**src/rtl/als_sampler_ctrl_pkg.sv**
```systemverilog
// Shared constants, state encoding and helpers for the PmodALS sampler controller.
package als_pkg;

  // Frame layout of the ADC081S021: 16 SCK periods, 8 data bits at indices 4..11.
  localparam int FRAME_BITS   = 16;
  localparam int DATA_FIRST   = 4;
  localparam int DATA_LAST    = 11;
  localparam int DATA_W       = DATA_LAST - DATA_FIRST + 1;
  localparam int SETUP_HALVES = 1;
  localparam int QUIET_HALVES = 2;

  typedef enum logic [2:0] {
    IDLE,
    CS_SETUP,
    SHIFT,
    CS_QUIET,
    WAIT
  } als_state_t;

  // Full frame length in clk cycles: setup half, 16 full SCK periods, quiet halves.
  function automatic int frame_cycles(input int clk_div);
    return (SETUP_HALVES + 2 * FRAME_BITS + QUIET_HALVES) * clk_div;
  endfunction

endpackage

```
**src/rtl/als_sampler_ctrl_sck_gen.sv**
```systemverilog
// SCK generator: divides clk by CLK_DIV per half period while run is high,
// starting with a low half; sck is held high whenever it is not running.
module als_sck_gen #(
  parameter int CLK_DIV = 25
) (
  input  logic clk,
  input  logic rst_n,
  input  logic run,
  output logic sck,
  output logic fall_tick,
  output logic rise_tick,
  output logic half_done
);

  localparam int CNT_W = (CLK_DIV > 1) ? $clog2(CLK_DIV) : 1;
  localparam logic [CNT_W-1:0] CNT_LAST = CNT_W'(CLK_DIV - 1);

  logic [CNT_W-1:0] half_cnt;
  logic             running;

  // Half-period counter and SCK level; the first running cycle drives sck low.
  always_ff @(posedge clk or negedge rst_n) begin
    if (!rst_n) begin
      half_cnt <= '0;
      running  <= 1'b0;
      sck      <= 1'b1;
    end else if (!run) begin
      half_cnt <= '0;
      running  <= 1'b0;
      sck      <= 1'b1;
    end else if (!running) begin
      half_cnt <= '0;
      running  <= 1'b1;
      sck      <= 1'b0;
    end else if (half_cnt == CNT_LAST) begin
      half_cnt <= '0;
      sck      <= ~sck;
    end else begin
      half_cnt <= half_cnt + 1'b1;
    end
  end

  // Ticks flag the last cycle of a half, i.e. the edge at which sck toggles.
  assign half_done = running && (half_cnt == CNT_LAST);
  assign rise_tick = half_done && !sck;
  assign fall_tick = half_done && sck;

endmodule

```
**src/rtl/als_sampler_ctrl.sv**
```systemverilog
// PmodALS conversion sequencer: frames each ADC conversion with CS/SCK, captures
// the 8 data bits, checks padding, and hands results out over valid/ready.
module als_sampler_ctrl
  import als_pkg::*;
#(
  parameter int CLK_DIV  = 25,
  parameter int PERIOD_W = 24
) (
  input  logic                clk,
  input  logic                rst_n,
  input  logic                enable,
  input  logic                continuous,
  input  logic                start,
  input  logic [PERIOD_W-1:0] period,
  input  logic                sdo,
  output logic                sck,
  output logic                cs_n,
  output logic [7:0]          sample,
  output logic                sample_valid,
  input  logic                sample_ready,
  output logic                overrun,
  output logic                frame_err,
  output logic                busy
);

  localparam int FRAME_CYC = frame_cycles(CLK_DIV);
  localparam logic [PERIOD_W-1:0] FRAME_CYC_P = PERIOD_W'(FRAME_CYC);
  localparam int TMR_W = $clog2(QUIET_HALVES * CLK_DIV + 1);
  localparam logic [TMR_W-1:0] SETUP_LAST = TMR_W'(SETUP_HALVES * CLK_DIV - 1);
  localparam logic [TMR_W-1:0] QUIET_LAST = TMR_W'(QUIET_HALVES * CLK_DIV - 1);
  localparam int IDX_W = $clog2(FRAME_BITS);
  localparam logic [IDX_W-1:0] IDX_LAST       = IDX_W'(FRAME_BITS - 1);
  localparam logic [IDX_W-1:0] IDX_DATA_FIRST = IDX_W'(DATA_FIRST);
  localparam logic [IDX_W-1:0] IDX_DATA_LAST  = IDX_W'(DATA_LAST);

  als_state_t          state;
  als_state_t          next_state;
  logic [TMR_W-1:0]    tmr;
  logic [IDX_W-1:0]    bit_idx;
  logic [DATA_W-1:0]   data_reg;
  logic                pad_err;
  logic [PERIOD_W-1:0] since_start;
  logic [PERIOD_W-1:0] period_eff;
  logic                cont_lat;
  logic                sck_run;
  logic                fall_tick;
  logic                rise_tick;
  logic                half_done;
  logic                frame_start;
  logic                period_reached;
  logic                auto_go;
  logic                quiet_first;
  logic                shift_last;
  logic                is_data_bit;

  assign frame_start    = (next_state == CS_SETUP) && (state != CS_SETUP);
  assign period_reached = since_start >= (period_eff - 1'b1);
  assign auto_go        = cont_lat && continuous && enable;
  assign quiet_first    = (state == CS_QUIET) && (tmr == '0);
  assign shift_last     = half_done && sck && (bit_idx == IDX_LAST);
  assign is_data_bit    = (bit_idx >= IDX_DATA_FIRST) && (bit_idx <= IDX_DATA_LAST);
  assign sck_run        = (next_state == SHIFT);

  als_sck_gen #(
    .CLK_DIV (CLK_DIV)
  ) u_sck_gen (
    .clk       (clk),
    .rst_n     (rst_n),
    .run       (sck_run),
    .sck       (sck),
    .fall_tick (fall_tick),
    .rise_tick (rise_tick),
    .half_done (half_done)
  );

  // State register; an async reset aborts any frame in flight.
  always_ff @(posedge clk or negedge rst_n) begin
    if (!rst_n) begin
      state <= IDLE;
    end else begin
      state <= next_state;
    end
  end

  // Next-state logic; back-to-back frames skip WAIT when the period has already elapsed.
  always_comb begin
    next_state = state;
    case (state)
      IDLE: begin
        if (enable && (continuous || start)) begin
          next_state = CS_SETUP;
        end
      end
      CS_SETUP: begin
        if (tmr == SETUP_LAST) begin
          next_state = SHIFT;
        end
      end
      SHIFT: begin
        if (shift_last) begin
          next_state = CS_QUIET;
        end
      end
      CS_QUIET: begin
        if (tmr == QUIET_LAST) begin
          if (auto_go) begin
            next_state = period_reached ? CS_SETUP : WAIT;
          end else begin
            next_state = IDLE;
          end
        end
      end
      WAIT: begin
        if (!enable || !continuous) begin
          next_state = IDLE;
        end else if (period_reached) begin
          next_state = CS_SETUP;
        end
      end
      default: next_state = IDLE;
    endcase
  end

  // Chip select and busy follow the state directly so reset releases CS at once.
  always_comb begin
    cs_n = 1'b1;
    busy = 1'b0;
    case (state)
      CS_SETUP, SHIFT: begin
        cs_n = 1'b0;
        busy = 1'b1;
      end
      CS_QUIET: begin
        busy = 1'b1;
      end
      default: begin
        cs_n = 1'b1;
        busy = 1'b0;
      end
    endcase
  end

  // Cycle timer for the CS setup and quiet phases, restarted on every state change.
  always_ff @(posedge clk or negedge rst_n) begin
    if (!rst_n) begin
      tmr <= '0;
    end else if (next_state != state) begin
      tmr <= '0;
    end else if ((state == CS_SETUP) || (state == CS_QUIET)) begin
      tmr <= tmr + 1'b1;
    end else begin
      tmr <= '0;
    end
  end

  // Frame scheduling: latch period/mode at frame start and count cycles since then.
  always_ff @(posedge clk or negedge rst_n) begin
    if (!rst_n) begin
      since_start <= '0;
      period_eff  <= '0;
      cont_lat    <= 1'b0;
    end else if (frame_start) begin
      since_start <= '0;
      period_eff  <= (period > FRAME_CYC_P) ? period : FRAME_CYC_P;
      cont_lat    <= continuous;
    end else if (since_start != '1) begin
      since_start <= since_start + 1'b1;
    end
  end

  // Bit capture on SCK rise: data bits shift in MSB first, any padding 1 flags an error.
  always_ff @(posedge clk or negedge rst_n) begin
    if (!rst_n) begin
      bit_idx  <= '0;
      data_reg <= '0;
      pad_err  <= 1'b0;
    end else if (state == CS_SETUP) begin
      bit_idx  <= '0;
      data_reg <= '0;
      pad_err  <= 1'b0;
    end else if (state == SHIFT) begin
      if (rise_tick) begin
        if (is_data_bit) begin
          data_reg <= {data_reg[DATA_W-2:0], sdo};
        end else if (sdo) begin
          pad_err <= 1'b1;
        end
      end
      if (fall_tick && (bit_idx != IDX_LAST)) begin
        bit_idx <= bit_idx + 1'b1;
      end
    end
  end

  // Result delivery and handshake; a new result outranks a same-cycle accept.
  always_ff @(posedge clk or negedge rst_n) begin
    if (!rst_n) begin
      sample       <= '0;
      frame_err    <= 1'b0;
      sample_valid <= 1'b0;
      overrun      <= 1'b0;
    end else if (quiet_first) begin
      sample       <= data_reg;
      frame_err    <= pad_err;
      sample_valid <= 1'b1;
      overrun      <= sample_valid && !sample_ready;
    end else if (sample_valid && sample_ready) begin
      sample_valid <= 1'b0;
      overrun      <= 1'b0;
    end
  end

endmodule

```
**config.mk**
```make
export PLATFORM = sky130hd
export DESIGN_NAME = als_sampler_ctrl
export DESIGN_NICKNAME = d
export VERILOG_FILES = /design/src/rtl/als_sampler_ctrl_pkg.sv /design/src/rtl/als_sampler_ctrl_sck_gen.sv /design/src/rtl/als_sampler_ctrl.sv
export SDC_FILE = /design/constraint.sdc
export NUM_CORES = 1
export LEC_CHECK = 0
export ABC_CLOCK_PERIOD_IN_PS = 10300
export CORE_MARGIN = 2
export CORE_UTILIZATION = 45
export DETAILED_ROUTE_END_ITERATION = 8
export GPL_ROUTABILITY_DRIVEN = 0
export PLACE_DENSITY_LB_ADDON = 0.15
export SLEW_MARGIN = 15
export SYNTH_ARGS = -nofsm -noshare
export SYNTH_HDL_FRONTEND = slang
export SYNTH_HIERARCHICAL = 1
export SYNTH_SLANG_ARGS = --single-unit
```
**constraint.sdc**
```tcl
create_clock -name clk -period 10.3 [get_ports clk]
set_input_delay 2.06 -clock clk [delete_from_list [all_inputs] [get_ports clk]]
set_output_delay 2.06 -clock clk [all_outputs]
set_load 0.02 [all_outputs]
```
==> results.md, run 1 <==
- Status: completed
- Fraction of layout cells with a size suffix above 1: 0.114
- TritonCTS Sinks: 89
- Reg2reg start: period_eff[3]
- Routed via count: 3569
- Initial antenna violation count: 0
- Ys Warns: 6
- Number of buffers added on ports: 44
- Max Cap Violations: 0
- Worst Setup SP: period_eff[3]
- Clock power frac: 0.444
- Distinct cells, synth: 56
- Clock root cell: clkbuf_16
- Reg clk slew, reported paths: 0.07 ns
- Chip Height: approximately 110 µm
- Initial DRC Count: 195
- Total negative slack: 0 ns
- Synth top area cells: dfrtp_1 (43%), ha_1 (8.1%), mux2_2 (5.7%)
- Avg Inst Size Synth: around 10 µm²
- Synth area leader: dfrtp_1
- Die Wd: 110 µm
- Peak VDD IR: 103 µV
- Full die area: 12200 µm²
- Synth Cell Area: 5100 µm²
- Adder-Cell Fraction of Synth Area: 0.0810
- Starting Density: 0.466
- Clk buf depth: 2
- Post-cts resize count: 0
- Hold slack: 0.482 ns
- Logic pwr share: 0.059
- Pleak: 2.62 nW
- Switching pwr: 179 µW
- Min-delay worst type: flop to flop
- WP data arrival: 4.65 ns
- Simple-Gate Fraction of Synth Area: 0.208
- Worst hold stages: 1
- RSZ-0062 raised after global routing: no
- CP startpoint kind: flop
- Post-CTS Setup Repair Bufs: 0
- CP Data Required Time: 10.53 ns
- Max-slew headroom: 0.415
- Final WL: 9560 µm
- Post-Place Cells: 669
- Compound-gate portion of the synthesized area: 0.0542
- GR Util All Layers: 0.166
- Final WS setup: 5.88 ns
- Hold_buf cts: 0
- Largest family of logic cells by synthesized area: simple AND/OR/NAND/NOR gates
- Detailed Place HPWL: 7060 µm
- Reg2Reg Depth: 12
- Sequential Power Share: 0.496
- Final Max Tran Viols: 0
- Power per cell area: 122 nW/µm²
- Critical path class: flop to flop
- Final cell utilization of the core: 0.544
- Post-Place Cell Area: 5650 µm²
- Cells after Synth: 496
- Fin nets: 604
- Antenna-violating nets left: 0
- Post-route cell area: between 5000 and 6000 µm²
- DRC violations left: 0
- Final Hold Viols: 0
- Most frequent cell after synthesis: dfrtp_1
- Vias in the first global route: about 3600
- CTS buffer count: 9
- Worst slack, placed: 5.66 ns
- Final period utilization: 0.429
- # diodes: 0
- EDFF count, synth: 0
- Tmin final: 4.42 ns
- Num rows: 38
- Final non-filler cell total: 685
- Area fraction of the dominant cell type after synthesis: 0.432
- First-pass iteration count of the detailed router: 4
- Syn Nets: 560
- Pin count of the biggest net entering global routing: 64
- Fmax: about 230 MHz
- Mux contribution to synthesized area: 0.0976
- Switching share of power: 0.246
- Ys flop type: dfrtp_1
- Layout Skew: between 0.01 and 0.015 ns
- Layout area overhead: 16.7%
- Worst Tran Pin Value: about 0.87 ns
- Worst skew pair latency: 0.34 ns
- First-pass GRT wire length: 16800 µm
- Int Power: 548 µW
- Synth Register Bits: 89
- Regs by FF count: period_eff x24, since_start x24
- DR WL/cell: 13.9 µm
- Boundary Pins: 45
- Global route overflow: 0
- Power, Total: 727 µW
- Top cells by count, synth: dfrtp_1 (88), nor2_1 (77), ha_1 (33)
- Worst hold start: sample_valid
- Largest fanout on the critical path: 49
- Worst setup EP type: flop
- Routed vias/inst: about 5.2
- Seq/Total Area, Yosys: 0.437
- Core Area: 10900 µm²
- Ys async rst share: 1.00
- Final setup violation count: 0
- CTS tree: built
- Synth Area in XOR/XNOR: 0.0927
- H-tree depth: 3
==> worst max-delay path: stages (launching register included) <==
cell and delay, ns:
dfrtp_1 0.45, nor4_2 0.57, nand4_1 0.39, nor4_1 0.40, xnor2_1 0.12, ha_1 0.30
nand4_1 0.17, nor4_1 0.39, and3_1 0.26, a2111oi_4 0.11, a31oi_4 0.20, buf_4 0.52
mux2_2 0.40
==> final timing paths <==
check | slack, ns | end
min in group asynchronous | 1.61 | state[1]
worst max-delay path | 5.88 | period_eff[19]
worst max register to register | 5.88 | period_eff[19]
worst min register to register | 0.48 | overrun
worst min-delay path | 0.48 | overrun
max in group asynchronous | 7.57 | period_eff[6]
==> kinds of logic (layout without fill, tap and decap cells) <==
| logic type | count (synthesis) | in the layout |
|---|---|---|
| buf+inv | 31 | 80 |
| simple gates | 203 | 203 |
| flops | 89 | 89 |
| compound gates | 41 | 41 |
| fa+ha+maj | 33 | 33 |
| xor+xnor | 54 | 54 |
| mux | 45 | 45 |
==> power groups by stage <==
stage | logic (mW) | clock network [mW] | registers, mW
CTS | 0.0446 | 0.334 | 0.361
detailed placement | 0.0443 | 0 | 0.368
global placement | 0.0431 | 0 | 0.367
global route | 0.0492 | 0.348 | 0.362
floorplan | 0.0192 | 0 | 0.367
finish | 0.0431 | 0.323 | 0.361
==> layout make-up <==
class / count / area [µm²]
Sequential cell: 89 / 2230
Inverter: 18 / 67.6
Multi-Input combinational cell: 376 / 2730
Clock inverter: 7 / 76.3
Timing Repair Buffer: 46 / 453
Fill cell: 985 / 4980
Clock buffer: 9 / 225
Tap cell: 140 / 175
==> layout by cell type, fill, tap and decap left out, types with 3 or more instances in the layout <==
cell,count
xnor2_1,28
nand2b_1,7
clkbuf_16,9
nor2b_1,7
nand3_1,24
inv_1,18
o21ai_0,6
and3_1,8
xor2_1,26
ha_1,33
nor3_1,10
mux2_2,26
a21oi_1,16
nor4_1,13
nor2_1,77
mux2_4,3
nand2_1,21
buf_4,3
dfrtp_1,88
mux2i_1,16
clkdlybuf4s50_1,43
nand4_1,16
==> metal layers <==
layer | global-route usage | share of wire
met5 | 0 | 0
met4 | 0.0383 | 0.010
met3 | 0.0384 | 0.034
met2 | 0.285 | 0.48
met1 | 0.213 | 0.47
No activity file was read; power rests on OpenSTA's default activity.
==> run 2, diff against run 1 <==
Settings changed: ABC_CLOCK_PERIOD_IN_PS 10300 to 3640.
Clock period 10.3 ns to 3.64 ns, I/O delays scaled along.
==> results.md, run 2 (synthesis gave the netlist of run 1 again) <==
- Slowest stage delay, CP: 0.53 ns
- Core Area: 10900 µm²
- Post-Place Cells: 689
- Vias in the first global route: 3814
- Reg2Reg Depth: 14
- Final Max Tran Viols: 0
- Worst hold start: sample_valid
- Die Wd: 110 µm
- Num rows: 38
- Final WL: 10100 µm
- Hold_buf cts: 0
- Worst r2r dst: cont_lat
- Commonest non-fill, non-tap cell in the layout: dfrtp_1
- Chip Height: 110 µm
- CTS tree: built
- Multi-input gate area: 2750 µm²
- Clock root cell: clkbuf_16
- Tmin final: ~3.8 ns
- Cell chain of the critical path: or4_4, or3_4, or4_1, nor2_1, xnor2_1, ha_1, nand4_1, nor4_2, and3_1, a2111oi_4, a31oi_4, buf_4, buf_6, mux2_4
- Full die area: ~12000 µm²
- Boundary Pins: 45
- Routed via count: 3735
- Fmax: ~270 MHz
- Failing checks: setup timing
- CTS buffer count: 9
- Final Hold Viols: 0
- Max Cap Violations: 0
- Routed vias/inst: 5.24
- Global route overflow: 0
- Number of buffers added on ports: 44
- Final non-filler cell total: 713
- Reg clk slew, reported paths: 0.06 ns
- TritonCTS Sinks: slightly below 90
- Final WS setup: -0.129 ns
- Max-slew headroom: 0.398
- Slowest-stage cell, CP: or4_4
- CP top delay family: simple AND/OR/NAND/NOR gates
- CP startpoint kind: flop
- Worst hold stages: 1
- Worst Tran Pin Value: 0.895 ns
- RSZ-0062 raised after global routing: yes
- Antenna-violating nets left: 0
- DR WL/cell: 14.1 µm
- CP Data Required Time: 3.86 ns
- Reg2reg start: period_eff[17]
- H-tree depth: 3
- Layout Skew: 0.00491 ns
- WP data arrival: 3.99 ns
- Fill cells: between 900 and 1000
- # diodes: 0
- Critical path class: flop to flop
- Hold EP: overrun
- Power per cell area: ~350 nW/µm²
- Post-Place Cell Area: roughly 5800 µm²
- Detailed Place HPWL: 7510 µm
- Fin nets: approximately 630
- Fraction of layout cells with a size suffix above 1: 0.159
- First-pass GRT wire length: ~18000 µm
- Min-delay worst type: flop to flop
- Status: finished, violations left
- Clk buf depth: 2
- Peak VDD IR: 183 µV
- Largest fanout on the critical path: 3
- Sequential Area: between 2000 and 2500 µm²
- GR Util All Layers: 0.174
- Buf+Inv Stages, Crit Path: 2
- Initial DRC Count: around 120
- First-pass iteration count of the detailed router: 4
- Starting Density: 0.466
- Worst setup EP type: flop
- Worst skew pair latency: roughly 0.34 ns
- Layout area overhead: 22.4%
- Flop2flop setup slack: -0.13 ns
- Pin count of the biggest net entering global routing: 65
- Pleak: roughly 2.8 nW
- Post-route cell area: 6240 µm²
- Final setup violation count: 26
- Most frequent cells in the layout: dfrtp_1 (88), nor2_1 (77), clkdlybuf4s50_1 (43), ha_1 (33), xnor2_1 (28)
- Initial antenna violation count: 0
- DRC violations left: 0
- Final period utilization: 1.04
- Regs by FF count: period_eff x24, since_start x24
[run 2: cell count changes in the layout (fill, tap and decap cells not counted), moves of 2 or more]
cell       before  now
buf_4           3   26
mux2_2         26   22
mux2_4          3    7
clkinv_8        2    0
bufinv_16       0    2
buf_6           0    3
[run 2: worst max path at each step]
stage	cells after the start	slack (ns)	startpoint	end
final	14	-0.13	period_eff[17]	cont_lat
after global routing	13	-0.31	period_eff[17]	period_eff[20]
after detailed placement	13	-0.16	period_eff[17]	period_eff[20]
after global placement	13	-0.08	period_eff[17]	period_eff[23]
after floorplan	13	0.008	period_eff[17]	period_eff[17]
after CTS	13	-0.15	period_eff[17]	period_eff[20]
[run 2: layout make-up]
| class | instances | share of cell area |
|---|---|---|
| inverters | 18 | 0.0108 |
| well taps | 140 | 0.0281 |
| multi-input cells | 376 | 0.440 |
| flip-flops and latches | 89 | 0.357 |
| clock buffers | 10 | 0.0383 |
| clock inverters | 6 | 0.0144 |
| repair buffers | 74 | 0.111 |
[run 2: per-stage QoR]
| step | hold slack, ns | worst slack (ns) | TNS, ns | total power, mW | utilization |
|---|---|---|---|---|---|
| after floorplan | 0.432 | 0.00818 | 0 | 1.09 | - |
| after detailed placement | 0.465 | -0.158 | -4.57 | 1.18 | 0.532 |
| final | 0.471 | -0.129 | -1.74 | 2.17 | 0.571 |
| after global routing | 0.499 | -0.308 | -11.33 | 2.26 | 0.571 |
| after global placement | 0.446 | -0.0801 | -1.46 | 1.17 | 0.532 |
| after CTS | 0.472 | -0.146 | -3.14 | 2.20 | 0.567 |
[run 2: power breakdown]
group | internal, mW | total (mW) | switching [mW] | leakage, nW
registers | 1.00 | 1.02 | 0.0142 | 1.15
logic | 0.0749 | 0.141 | 0.0658 | 1.49
clock network | 0.622 | 1.01 | 0.388 | 0.159
[run 2: timing repair]
item | in CTS | in global routing
hold endpoints to repair | 0 | 0
pin swaps | 3 | 1
setup endpoints to repair | 40 | 49
setup buffers | 4 | 4
resized for setup | 6 | 4
[run 2: worst register-to-register path: stages (launching register included)]
cell and delay (ns):
dfrtp_1 0.37, or4_4 0.53, or3_4 0.34, or4_1 0.40, nor2_1 0.13, xnor2_1 0.13, ha_1 0.25, nand4_1 0.14
nor4_2 0.06, and3_1 0.18, a2111oi_4 0.39, a31oi_4 0.18, buf_4 0.18, buf_6 0.10, mux2_4 0.28
[run 2: per-layer routing]
metal  track usage  vias to the layer above  part of all wire
met1         0.226                     1768              0.48
met5             0                        -                 0
met4        0.0675                        0             0.016
met3        0.0252                       14             0.031
met2         0.293                       68              0.48
li1              -                     1885                 -
